## src/rtl/alu_issue.sv

```systemverilog
// ============================================================================
// Module   : alu_issue
// Brief    : Issue/writeback sequencer for an external registered RV32I ALU.
//            Decodes OP/OP-IMM, reads the register file, writes results back.
// Revision : 1.0 - initial release
// ============================================================================
`default_nettype none

module alu_issue #(
  parameter int XLEN      = 32,
  parameter bit REG_RESET = 1'b1
) (
  input  logic            clk,
  input  logic            reset,
  input  logic            instr_valid,
  output logic            instr_ready,
  input  logic [31:0]     instr,
  output logic [2:0]      alu_funct3,
  output logic [XLEN-1:0] alu_x,
  output logic [XLEN-1:0] alu_y,
  output logic            alu_alt,
  input  logic [XLEN-1:0] alu_out,
  output logic            wb_valid,
  output logic [4:0]      wb_rd,
  output logic [XLEN-1:0] wb_data,
  output logic            illegal,
  input  logic [4:0]      dbg_addr,
  output logic [XLEN-1:0] dbg_data
);

  localparam logic [6:0] C_OPC_OPIMM = 7'b0010011;
  localparam logic [6:0] C_OPC_OP    = 7'b0110011;
  localparam logic [6:0] C_F7_ZERO   = 7'b0000000;
  localparam logic [6:0] C_F7_ALT    = 7'b0100000;

  typedef enum logic [1:0] {
    S_IDLE = 2'd0,
    S_EXEC = 2'd1,
    S_WB   = 2'd2
  } state_t;

  state_t            r_state;
  logic [XLEN-1:0]   r_rf [0:31];
  logic [4:0]        r_rd;
  logic [2:0]        r_funct3;
  logic [XLEN-1:0]   r_x;
  logic [XLEN-1:0]   r_y;
  logic              r_alt;
  logic              r_wb_valid;
  logic [4:0]        r_wb_rd;
  logic              r_illegal;

  logic [6:0]        w_opcode;
  logic [2:0]        w_f3;
  logic [6:0]        w_f7;
  logic [4:0]        w_rs1;
  logic [4:0]        w_rs2;
  logic              w_is_op;
  logic              w_is_imm;
  logic              w_f3_alt_ok;
  logic              w_legal;
  logic [XLEN-1:0]   w_rs1_val;
  logic [XLEN-1:0]   w_rs2_val;
  logic [XLEN-1:0]   w_imm;

  assign w_opcode    = instr[6:0];
  assign w_f3        = instr[14:12];
  assign w_f7        = instr[31:25];
  assign w_rs1       = instr[19:15];
  assign w_rs2       = instr[24:20];
  assign w_is_op     = (w_opcode == C_OPC_OP);
  assign w_is_imm    = (w_opcode == C_OPC_OPIMM);
  assign w_f3_alt_ok = (w_f3 == 3'b000) || (w_f3 == 3'b101);

  // OP-IMM shifts carry funct7 in the immediate; all other OP-IMM forms take any immediate.
  always_comb begin
    w_legal = 1'b0;
    if (w_is_op) begin
      w_legal = (w_f7 == C_F7_ZERO) || ((w_f7 == C_F7_ALT) && w_f3_alt_ok);
    end else if (w_is_imm) begin
      case (w_f3)
        3'b001:  w_legal = (w_f7 == C_F7_ZERO);
        3'b101:  w_legal = (w_f7 == C_F7_ZERO) || (w_f7 == C_F7_ALT);
        default: w_legal = 1'b1;
      endcase
    end
  end

  assign w_rs1_val = (w_rs1 == 5'd0) ? '0 : r_rf[w_rs1];
  assign w_rs2_val = (w_rs2 == 5'd0) ? '0 : r_rf[w_rs2];
  assign w_imm     = {{(XLEN-12){instr[31]}}, instr[31:20]};

  always_ff @(posedge clk) begin
    if (reset) begin
      r_state    <= S_IDLE;
      r_rd       <= '0;
      r_funct3   <= '0;
      r_x        <= '0;
      r_y        <= '0;
      r_alt      <= 1'b0;
      r_wb_valid <= 1'b0;
      r_wb_rd    <= '0;
      r_illegal  <= 1'b0;
      if (REG_RESET) begin
        for (int i = 0; i < 32; i++) begin
          r_rf[i] <= '0;
        end
      end
    end else begin
      r_wb_valid <= 1'b0;
      r_illegal  <= 1'b0;
      case (r_state)
        S_IDLE: begin
          if (instr_valid) begin
            if (w_legal) begin
              r_funct3 <= w_f3;
              r_x      <= w_rs1_val;
              r_y      <= w_is_op ? w_rs2_val : w_imm;
              r_alt    <= w_is_op ? (instr[30] & w_f3_alt_ok) : (instr[30] & (w_f3 == 3'b101));
              r_rd     <= instr[11:7];
              r_state  <= S_EXEC;
            end else begin
              r_illegal <= 1'b1;
            end
          end
        end
        S_EXEC: begin
          r_wb_valid <= 1'b1;
          r_wb_rd    <= r_rd;
          r_state    <= S_WB;
        end
        S_WB: begin
          if (r_rd != 5'd0) begin
            r_rf[r_rd] <= alu_out;
          end
          r_state <= S_IDLE;
        end
        default: r_state <= S_IDLE;
      endcase
    end
  end

  // The ALU result only arrives during WB, so the writeback data is taken straight from it.
  assign wb_data     = r_wb_valid ? alu_out : '0;
  assign wb_valid    = r_wb_valid;
  assign wb_rd       = r_wb_rd;
  assign illegal     = r_illegal;
  assign alu_funct3  = r_funct3;
  assign alu_x       = r_x;
  assign alu_y       = r_y;
  assign alu_alt     = r_alt;
  assign instr_ready = (r_state == S_IDLE) && !reset;
  assign dbg_data    = (dbg_addr == 5'd0) ? '0 : r_rf[dbg_addr];

endmodule

`default_nettype wire
```

## config.mk

```make
export PLATFORM = sky130hd
export DESIGN_NAME = alu_issue
export DESIGN_NICKNAME = d
export VERILOG_FILES = /design/src/rtl/alu_issue.sv
export SDC_FILE = /design/constraint.sdc
export NUM_CORES = 2
export LEC_CHECK = 0
export CAP_MARGIN = 20
export CORE_UTILIZATION = 55
export CTS_CLUSTER_SIZE = 28
export DETAILED_ROUTE_END_ITERATION = 8
export PLACE_DENSITY = 0.75
export SETUP_SLACK_MARGIN = 0.5
export SYNTH_ARGS = -nofsm -noshare
export SYNTH_HDL_FRONTEND = slang
export SYNTH_SLANG_ARGS = --single-unit
export TNS_END_PERCENT = 20
```

## constraint.sdc

```tcl
create_clock -name clk -period 4 [get_ports clk]
set_input_delay 0.6 -clock clk [delete_from_list [all_inputs] [get_ports clk]]
set_output_delay 0.6 -clock clk [all_outputs]
set_load 0.02 [all_outputs]
```

Yosys cells after proc, flatten, opt, wreduce, memory -nomap -nowiden. Memories as Yosys holds them, arrays and structs flattened. Cells that the tools add are included.

RAM bits: 1024. Flip-flop bits (word level): 82. Memories kept: 1. Bits in latches: 0. Bits of input ports: 72. Memory bits (read-only): 0.

Multiply operators: 0. Eq/ne operators: 9. Div/mod/pow operators: 0. Bitwise operators: 4. Order comparisons: 0. Shift-type cells: 0. $add $sub $neg: 0. Reduce and logical (&&, ||, !) cells: 17. Muxes and demuxes: 23.

Memory list: r_rf (depth 32, width 32, rd ports 3, clocked after memory_dff 0, wr ports 32, line 43) `logic [XLEN-1:0] r_rf [0:31];`.

Operators with widths (number): two-way mux 32 bit (6); OR reduction 32 bit (1); logical NOT 5 bit (3); == test 7 x 6 -> 1 bit (second input constant) (2); two-way mux 1 bit (12); == test 7 x 5 -> 1 bit (second input constant) (1); logical NOT 7 bit (1); two-way mux 5 bit (1); nonzero test 5 bit (1); two-way mux 2 bit (2); inequality test 2 bit (second input constant) (2); one-hot mux 2 bit (2 select lines) (1); == test 3 x 1 -> 1 bit (second input constant) (1); == test 3 bit (second input constant) (1); logical NOT 3 bit (1); logical OR 1 bit (3); AND reduction 3 bit (1); OR reduction 3 bit (1); AND 1 bit (2); == test 2 x 1 -> 1 bit (second input constant) (1); == test 2 bit (second input constant) (1); logical AND 1 bit (2); logical NOT 2 bit (1); inverter 1 bit (2); 3 further kinds (3).

Depth between registers and ports, before layout.
Depth in word-level cells: 8. Gate-level depth with buffers: 10.

Worst setup path before layout. Ideal clock, no wire load.

Kind: reg-to-reg. Start: register r_rd[4]. End: memory r_rf[28][0], enable pin. Cell stages (with the launch flop): 7. Arrival: 3.536 ns. Setup slack: -0.001 ns. Library setup time: 0.466 ns. Cells stage by stage: dfxtp_1 clkbuf_1 or3_1 clkbuf_1 nand3_1 clkbuf_1 o21ai_0.

RTL lines: from (decl) (line 44) `logic [4:0] r_rd;`; from (signal assigned) (line 120) `r_rd <= instr[11:7];`; to (decl) (line 43).

==> results.yml <==
yosys:
  syn_inst: 4453
  synth_edf_count: 1024
  synth_area_sq_um: 65500
  synth-seq-cells: 1106
  synth_warnings: 0
  seq_area_frac_synth_pct: 49.4
  synthArstFlopShare_pct: 0
  ys_types: 58
  synth-main-ff-cell: "edfxtp_1"
  avgSynthCellArea_sq_um: 14.7
critical_path:
  end_kind: "output pin"
  cp_slowest_cell: "clkdlybuf4s50_1"
  critical_path_peak_fanout: 3
  worstPathCellList: "mux4_2, mux2_2, a221oi_4, nor3_4, buf_4, clkdlybuf4s50_1"
  cp-start-kind: "register"
  cp.required_ns: 3.40
  cp.arrival_ns: 3.14
  cp.depth: 6
  crit_family: "multiplexers"
  crit_type: "register to output pin"
  rr_worst_depth: 4
  critPathBufInv: 2
  cp_slowest_stage_delay_ns: 0.54
clock_network:
  root_buffer: "clkbuf_16"
  cts_max_level: 3
  clock-sinks: 1106
  clk_pin_slew_ns: 0.06
  cts_buffers: 115
  cts_tree: "built"
  clk_latency_ns: 0.76
  cts_buffer_depth: 3
die:
  row_count: 126
  start_util_pct: 55.5
  ios: 212
  fp.dieW_microns: 347
  core_area_sq_um: 118000
  die_area_sq_um: 121000
  die_y_microns: 347
sta:
  hold_violations: 0
  grt_setup_unrepaired: "yes"
  skew_ns: 0.0346
  setup_viol: 0
  fmax_mhz: 268
  slew_violations: 0
  period_share_pct: 93.4
  fin_crit_ns: 3.74
  slew_headroom_pct: 23.0
  worst_pin_slew_ns: 1.15
power:
  p_per_area_nw_per_um2: 372
  vdd_drop_max_mv: 0.387
  p_leak_nw: 26.9
  p_total_mw: 28.1
run:
  drv_cap: 0
global_route:
  grt_max_degree: 93
  grt_usage_pct: 41.4
  grt_pass1_wl_microns: 349000
  grt_pass1_vias: 46900
  grt-ovfl-total: 0
  antenna_found_initial: 18
placement:
  io_buffer_count: 211
  gp_congestion: 0.981
  placed_cell_area_sq_um: 71400
  hpwl_microns: 155000
final_layout:
  area_growth_pct: 15.1
  nets: 4724
  final_common_cell: "and2_1"
  final_cell_mix: "1029 x and2_1, 1024 x edfxtp_1, 724 x mux4_2"
  drive_above_1_share_pct: 29.7
  final_cell_area_sq_um: 75400
drt:
  wl_met3_microns: 42300
  top_layer: "met5"
  ant_nets: 0
  via_per_inst: 7.67
  drtIter0Drc: 8549
  wl_per_cell_microns: 39.6
  wl_met1_microns: 79900
  num_vias: 48400
  drc_errors: 0
  drt_first_pass_iters: 9
  wl_microns: 250000
  wl_met2_microns: 107000
worst_hold_path:
  hold_path_depth: 2
  hp-class: "input pin to register"
status:
  status: "completed"
## cells in the mapped netlist (all sizes together), types with 36 or more instances
library cell,number,area (sq um)
a211oi,160,1230
edfxtp,1024,30700
clkbuf,340,1280
mux2,53,597
mux4,724,16300
nor2,90,340
o22ai,72,450
mux2i,253,2530
dfxtp,82,1640
and2,1030,6450
a221oi,52,455
nand2,36,135
o21ai,60,300
a211o,55,482
nor2b,80,500
buf,163,925
## timing repair
action                                  in CTS  in global routing
endpoints found under the setup margin      28                 26
hold buffers                                 0                  0
gates resized for setup                     18                  8
setup buffers                                0                  2
pin swaps                                    1                  2
## sequential cells by signal (all words and copies together), names as in the netlist
| name | cells |
|---|---|
| alu_x | 32 |
| alu_alt | 1 |
| wb_valid | 1 |
| alu_y | 32 |
| illegal | 1 |
| alu_funct3 | 3 |
| r_state | 2 |
| r_rd | 5 |
| wb_rd | 5 |
| r_rf | 1024 |
## layer usage
metal	track usage [%]	vias to the layer above
li1	-	18100
met1	51.7	23900
met2	59.4	5125
met3	16.7	1297
met4	27.8	13
met5	0.640	-
## power by group
part	switching, mW	internal (mW)
Combinational	2.09	1.64
Sequential	0.311	13.0
Clock	4.78	6.25
## path summary, 6_finish.rpt
kind / start / end / slack (ns)
setup / recovery: r_rf[31][13] / dbg_data[13] / 0.26
hold / removal: reset / wb_rd[3] / 0.30
setup reg to reg: r_rd[3] / r_rf[10][23] / 0.92
hold reg to reg: alu_x[2] / alu_x[2] / 0.46
## layout make-up
type,count,area (sq um)
Fill cell,8208,42700
Multi-Input combinational cell,2865,31800
Antenna cell,24,60.1
Clock buffer,142,3140
Sequential cell,1106,32400
Tap cell,1536,1920
Inverter,10,37.5
Clock inverter,74,666
Timing Repair Buffer,554,5440
## kinds of logic (layout without fill, tap and decap cells)
group / count (synthesis) / in the layout / share of synthesized area (%)
AOI/OAI and AO/OA: 482 / 482 / 5.39
buffers and inverters: 513 / 780 / 3.42
DFF: 1106 / 1106 / 49.4
muxes: 1030 / 1030 / 29.7
other: 1 / 56 / 0.00572
and+or+nand+nor: 1321 / 1321 / 12.1
## per-stage QoR
stage                     hold slack, ns  cells  worst slack [ns]  util, %  setup TNS, ns
after detailed placement           0.449   6069           -0.0278     60.5        -0.0278
after global routing               0.305   6289             0.241     63.8              0
after CTS                          0.301   6285             0.318     63.8              0
final                              0.301   6311             0.264     63.9              0
after floorplan                    0.527   4484          -0.00141        -        -0.0897
after global placement             0.449   6069           -0.0521     60.5        -0.0521
Note: power is estimated with default switching activity, not from simulation.
